### config.mk
export PLATFORM = sky130hd
export DESIGN_NAME = inst_sequencer
export DESIGN_NICKNAME = d
export VERILOG_FILES = /design/src/rtl/inst_sequencer.sv
export SDC_FILE = /design/constraint.sdc
export NUM_CORES = 1
export LEC_CHECK = 0
export BUFFER_PORTS_ARGS = -buffer_cell sky130_fd_sc_hd__clkbuf_2
export CAP_MARGIN = 30
export CORE_ASPECT_RATIO = 1.75
export CORE_UTILIZATION = 56
export CTS_CLUSTER_SIZE = 30
export DETAILED_ROUTE_END_ITERATION = 8
export GPL_TIMING_DRIVEN = 0
export PLACE_DENSITY = 0.73
export SYNTH_ARGS = -nofsm -noshare
export SYNTH_HDL_FRONTEND = slang
export SYNTH_SLANG_ARGS = --single-unit
export TNS_END_PERCENT = 20
### constraint.sdc
create_clock -name clk -period 17.1 [get_ports clk]
set_clock_uncertainty 0.1 [all_clocks]
set_input_delay 3.42 -clock clk [delete_from_list [all_inputs] [get_ports clk]]
set_output_delay 3.42 -clock clk [all_outputs]
set_load 0.02 [all_outputs]
### src/rtl/inst_sequencer.sv
// inst_sequencer: streams a small stored program of PE instructions, one per
// cycle, to the PE control decoder, and counts write-backs still in flight.
// Ports:
//   clk, rst_n                        clock, async active-low reset
//   prog_we, prog_addr, prog_data     program write (accepted in IDLE only)
//   start                             begin a run from address 0 (IDLE only)
//   stall                             hold issue for this cycle
//   wb_v                              write-back return from the decoder
//   inst_v, inst                      issued instruction
//   busy, done                        run status; done pulses for one cycle
//   pending                           write-backs issued and not yet returned
//   err                               sticky: a return arrived with none pending
module inst_sequencer #(
    parameter int INST_WIDTH = 64,
    parameter int DEPTH      = 16,
    parameter int ADDR_W     = 4,
    parameter int CNT_W      = 5
) (
    input  logic                  clk,
    input  logic                  rst_n,
    input  logic                  prog_we,
    input  logic [ADDR_W-1:0]     prog_addr,
    input  logic [INST_WIDTH-1:0] prog_data,
    input  logic                  start,
    input  logic                  stall,
    input  logic                  wb_v,
    output logic                  inst_v,
    output logic [INST_WIDTH-1:0] inst,
    output logic                  busy,
    output logic                  done,
    output logic [CNT_W-1:0]      pending,
    output logic                  err
);

    typedef enum logic [1:0] {
        IDLE  = 2'd0,
        RUN   = 2'd1,
        DRAIN = 2'd2,
        DONE  = 2'd3
    } state_e;

    // pc carries one extra bit so that running past the last entry is
    // visible as pc == DEPTH instead of wrapping back to address 0.
    localparam logic [ADDR_W:0] PC_END = (ADDR_W + 1)'(DEPTH);
    localparam logic [2:0]      OP_HALT = 3'b100;

    logic [INST_WIDTH-1:0] mem_q [DEPTH];

    state_e                state_q, state_d;
    logic [ADDR_W:0]       pc_q, pc_d;
    logic                  inst_v_q, inst_v_d;
    logic [INST_WIDTH-1:0] inst_q, inst_d;
    logic                  busy_q, done_q;
    logic [CNT_W-1:0]      pend_q, pend_d;
    logic                  err_q, err_d;

    logic [INST_WIDTH-1:0] rd_data;
    logic                  rd_halt;
    logic                  wb_issue;

    assign rd_data  = mem_q[pc_q[ADDR_W-1:0]];
    assign rd_halt  = (rd_data[26:24] == OP_HALT);
    assign wb_issue = inst_v_q & inst_q[INST_WIDTH-1];

    // Program store is deliberately left out of reset.
    always_ff @(posedge clk) begin
        if (prog_we && (state_q == IDLE)) begin
            mem_q[prog_addr] <= prog_data;
        end
    end

    always_comb begin
        state_d  = state_q;
        pc_d     = pc_q;
        inst_d   = inst_q;
        inst_v_d = 1'b0;
        unique case (state_q)
            IDLE: begin
                if (start) begin
                    state_d = RUN;
                    pc_d    = '0;
                end
            end
            RUN: begin
                if (pc_q == PC_END) begin
                    state_d = DRAIN;
                end else if (!stall) begin
                    if (rd_halt) begin
                        state_d = DRAIN;
                    end else begin
                        inst_d   = rd_data;
                        inst_v_d = 1'b1;
                        pc_d     = pc_q + (ADDR_W + 1)'(1);
                    end
                end
            end
            DRAIN: begin
                if (pend_q == '0) begin
                    state_d = DONE;
                end
            end
            DONE: begin
                state_d = IDLE;
            end
        endcase
    end

    // An issue and a return in the same cycle cancel out; a return with
    // nothing outstanding leaves the count at zero and flags the error.
    always_comb begin
        pend_d = pend_q;
        err_d  = err_q;
        if (wb_issue && !wb_v) begin
            pend_d = pend_q + CNT_W'(1);
        end else if (!wb_issue && wb_v) begin
            if (pend_q == '0) begin
                err_d = 1'b1;
            end else begin
                pend_d = pend_q - CNT_W'(1);
            end
        end
    end

    always_ff @(posedge clk or negedge rst_n) begin
        if (!rst_n) begin
            state_q  <= IDLE;
            pc_q     <= '0;
            inst_v_q <= 1'b0;
            inst_q   <= '0;
            busy_q   <= 1'b0;
            done_q   <= 1'b0;
            pend_q   <= '0;
            err_q    <= 1'b0;
        end else begin
            state_q  <= state_d;
            pc_q     <= pc_d;
            inst_v_q <= inst_v_d;
            inst_q   <= inst_d;
            busy_q   <= (state_d == RUN) || (state_d == DRAIN);
            done_q   <= (state_d == DONE);
            pend_q   <= pend_d;
            err_q    <= err_d;
        end
    end

    assign inst_v  = inst_v_q;
    assign inst    = inst_q;
    assign busy    = busy_q;
    assign done    = done_q;
    assign pending = pend_q;
    assign err     = err_q;

endmodule

==> summary.txt <==
Drt
  – Wire per inst: roughly 30 µm
  – Vias per cell: 6.357
  – Post-route ant nets: 0
  – Routed WL: 97.63 mm
  – Vias after detailed routing: roughly 20000
  – Post-route DRC violation count: 0
  – DRT Pass-1 Iters: 5
  – 1st-iter DRT viols: a little under 2000

Floorplan
  – Num ports: roughly 150
  – Num rows: between 100 and 150
  – Die area: between 0.07 and 0.08 mm²
  – Core box area: 0.07416 mm²
  – Die Wd: between 200 and 250 µm
  – Die Span Y: between 300 and 400 µm
  – Initial Util: 0.5682

Setup path
  – Worst r2r path cells: 12
  – CP max stage delay: 0.85 ns
  – Critical path cell sequence: buf_6 -> buf_6 -> clkbuf_1 -> clkbuf_1 -> buf_2 -> inv_1 -> ha_1 -> a311oi_1 -> o31ai_4 -> buf_6 -> buf_6 -> mux2_1
  – CP Class: flip-flop to flip-flop
  – CP most frequent cell: buf_6
  – CP required: between 15 and 20 ns
  – Crit start category: flip-flop
  – Worst-path fanout max: 10
  – Slowest cell on crit path: a311oi_1
  – Endpoint class of the critical path: flip-flop
  – Arrival time worst endpoint: about 5.7 ns

Yosys
  – Mean Syn Cell Area: 22.49 µm²
  – Largest family of logic cells by synthesized area: multiplexers
  – Commonest cells post-synth: edfxtp_1, mux4_2, dfrtp_1
  – Yosys cell types: 43
  – Synth Area in Simple Gates: 0.01541
  – Async SR Flop Fraction: 0.07246
  – Synth area leaders: edfxtp_1, mux4_2, dfrtp_1, mux2i_1, a211oi_1
  – Post-Synth Adder-Cell Area: 0.002851
  – Post-synth EDFFs: about 1000
  – Area leader, netlist: edfxtp_1
  – Mapped Nets: between 1500 and 2000
  – Post-Syn Area: 0.04214 mm²
  – Synth Register Bits: ~1100
  – Main synth FF type: edfxtp_1
  – Xor/xnor share of the synthesized area: 0.001039
  – Cells after Synth: around 1900
  – Cell with the most instances after synthesis: edfxtp_1
  – Synth Area in Compound Gates: 0.02224
  – Fraction of synthesized cell area taken by the top area cell type: 0.7297
  – Mux cell area share after synthesis: 0.1696
  – Synth warn: 0
  – Post-synthesis sequential area ratio: 0.7772

Finish
  – Final Non-Filler Cells: around 3200
  – P&R area growth vs syn: 15.11%
  – Design Area, Final: about 0.049 mm²
  – Share of layout cells above drive strength 1: 0.3105
  – Nets: 2273

Timing
  – Setup-failing EPs final: 0
  – Min Tclk post-route: roughly 5.2 ns
  – Slew Limit Fails: 0
  – Final Cycle Share: 0.3063
  – Slew HR: 0.2925
  – Worst hold slack: around 0.37 ns
  – Final TNS setup: 0 ns
  – Worst-margin pin slew: around 1.1 ns
  – RSZ-0062 raised after global routing: no
  – Fmax: between 150 and 200 MHz
  – Final hold violation count: 0

CTS
  – Worst-path clk slew: 0.07 ns
  – Clock sinks: between 1000 and 1500
  – # H-tree levels: 3
  – Cts repair resizes: 0
  – Max Root-Sink Buffers: 3
  – Cts hold-fix bufs: 0
  – CTS Buf Count: about 90
  – CTS tree: done
  – Post-CTS Setup Bufs: 0
  – Worst skew pair latency: 0.67 ns
  – Clock root buffer: clkbuf_16

GRT
  – Grt total ovfl: 0
  – Pin count of the biggest net entering global routing: 81
  – Antenna violations before repair: 7
  – Vias in the first global route: 21630
  – GRT Util Overall: 0.2639
  – First-pass GRT wire length: roughly 140 mm

Worst hold path
  – Worst hold path cell count: 1
  – Worst Hold Class: flip-flop to flip-flop

Placement
  – Hpwl dp: around 63 mm
  – Final Wtd Congestion: roughly 0.75
  – Cell total after placement: just over 3000
  – Post-DP Area: about 0.045 mm²
  – Port Buf Inserts: roughly 150

Outcome
  – Status: complete, no violations

Power and ir drop
  – Power per cell area: 152.4 mW/mm²
  – VDD IR max: a little under 0.00009 V
  – Pleak: approximately 16 nW

Run
  – Maximum Capacitance Violations: 0
## report_power, final
group          leakage, nW  internal (mW)  switching, mW
logic                 4.09          0.932           1.15
registers             10.2           3.08         0.0711
clock network         1.51           1.20          0.962
## final timing paths
check / start / end / slack (ns)
max: pc_q[0] / inst[27] / 11.86
min: err / err / 0.37
max reg2reg: pc_q[0] / inst[27] / 11.86
min reg2reg: err / err / 0.37
max in group asynchronous: rst_n / inst[7] / 13.73
min in group asynchronous: rst_n / inst[37] / 2.70
## routing by layer
layer,share of wire,track usage,routed length (µm)
met1,0.36,0.3237,35600
met5,0.00065,0,63
met3,0.069,0.04881,6763
met4,0.034,0.1028,3359
met2,0.53,0.4652,51840
## placed cells by master, fill, tap and decap left out, types with 4 or more instances in the layout
| cell type | synthesis | layout |
|---|---|---|
| a211oi_1 | 61 | 61 |
| a21oi_1 | 63 | 63 |
| and2_1 | 60 | 60 |
| buf_1 | 18 | 18 |
| buf_12 | 0 | 25 |
| buf_16 | 0 | 9 |
| buf_2 | 19 | 19 |
| buf_4 | 3 | 4 |
| buf_6 | 6 | 36 |
| buf_8 | 0 | 11 |
| bufinv_16 | 0 | 12 |
| clkbuf_1 | 55 | 67 |
| clkbuf_16 | 0 | 93 |
| clkbuf_2 | 0 | 145 |
| clkbuf_8 | 0 | 4 |
| clkinv_1 | 0 | 18 |
| clkinv_2 | 0 | 18 |
| clkinv_4 | 0 | 4 |
| clkinvlp_4 | 0 | 4 |
| dfrtp_1 | 80 | 80 |
| diode_2 | 0 | 4 |
| edfxtp_1 | 1024 | 1024 |
| ha_1 | 8 | 8 |
| inv_1 | 8 | 8 |
| inv_6 | 0 | 4 |
| mux2_1 | 24 | 24 |
| mux2_2 | 38 | 38 |
| mux2i_1 | 66 | 66 |
| mux4_2 | 257 | 257 |
| nand2_1 | 16 | 16 |
| nand2b_1 | 5 | 5 |
| nor2_1 | 18 | 6 |
| nor2_4 | 0 | 12 |
| nor3_2 | 0 | 4 |
## area by class of cell
| class | count | area, µm² |
|---|---|---|
| Clock inverter | 63 | 661.9 |
| Timing Repair Buffer | 222 | 1998 |
| Multi-Input combinational cell | 661 | 9007 |
| Sequential cell | 1104 | 32750 |
| Inverter | 8 | 30.03 |
| Buffer | 101 | 459.2 |
| Tap cell | 938 | 1174 |
| Fill cell | 4624 | 25650 |
| Clock buffer | 108 | 2414 |
| Antenna cell | 4 | 10.01 |
## flip-flops by register name (all words and copies together), names as in the netlist
signal	flops
busy	1
done	1
err	1
inst	64
inst_v	1
mem_q	1024
pc_q	5
pending	5
state_q	2
## metrics by stage
step,setup WS (ns),util,power [mW]
CTS,11.89,0.6536,7.453
global route,11.68,0.6540,7.658
finish,11.86,0.6541,7.392
global placement,3.211,0.5939,5.221
detailed placement,11.27,0.6121,5.303
floorplan,8.228,-,4.599
## worst max-delay path, delay by kind of cell, from the launching register on
kind / cells / cell delay, ns
AO/OA/AOI/OAI: 2 / 1.20
adder cells (fa/ha/maj): 1 / 0.24
buffers and inverters: 8 / 2.79
flip-flops: 1 / 0.38
multiplexers: 1 / 0.33
## cells by family after synthesis
| group | Yosys count |
|---|---|
| DFF | 1104 |
| muxes | 385 |
| AOI/OAI and AO/OA | 144 |
| and+or+nand+nor | 118 |
| buffers and inverters | 109 |
| adders and majority gates | 9 |
| xor gates and xnor gates | 5 |
Power figures use the tool's default switching activity.
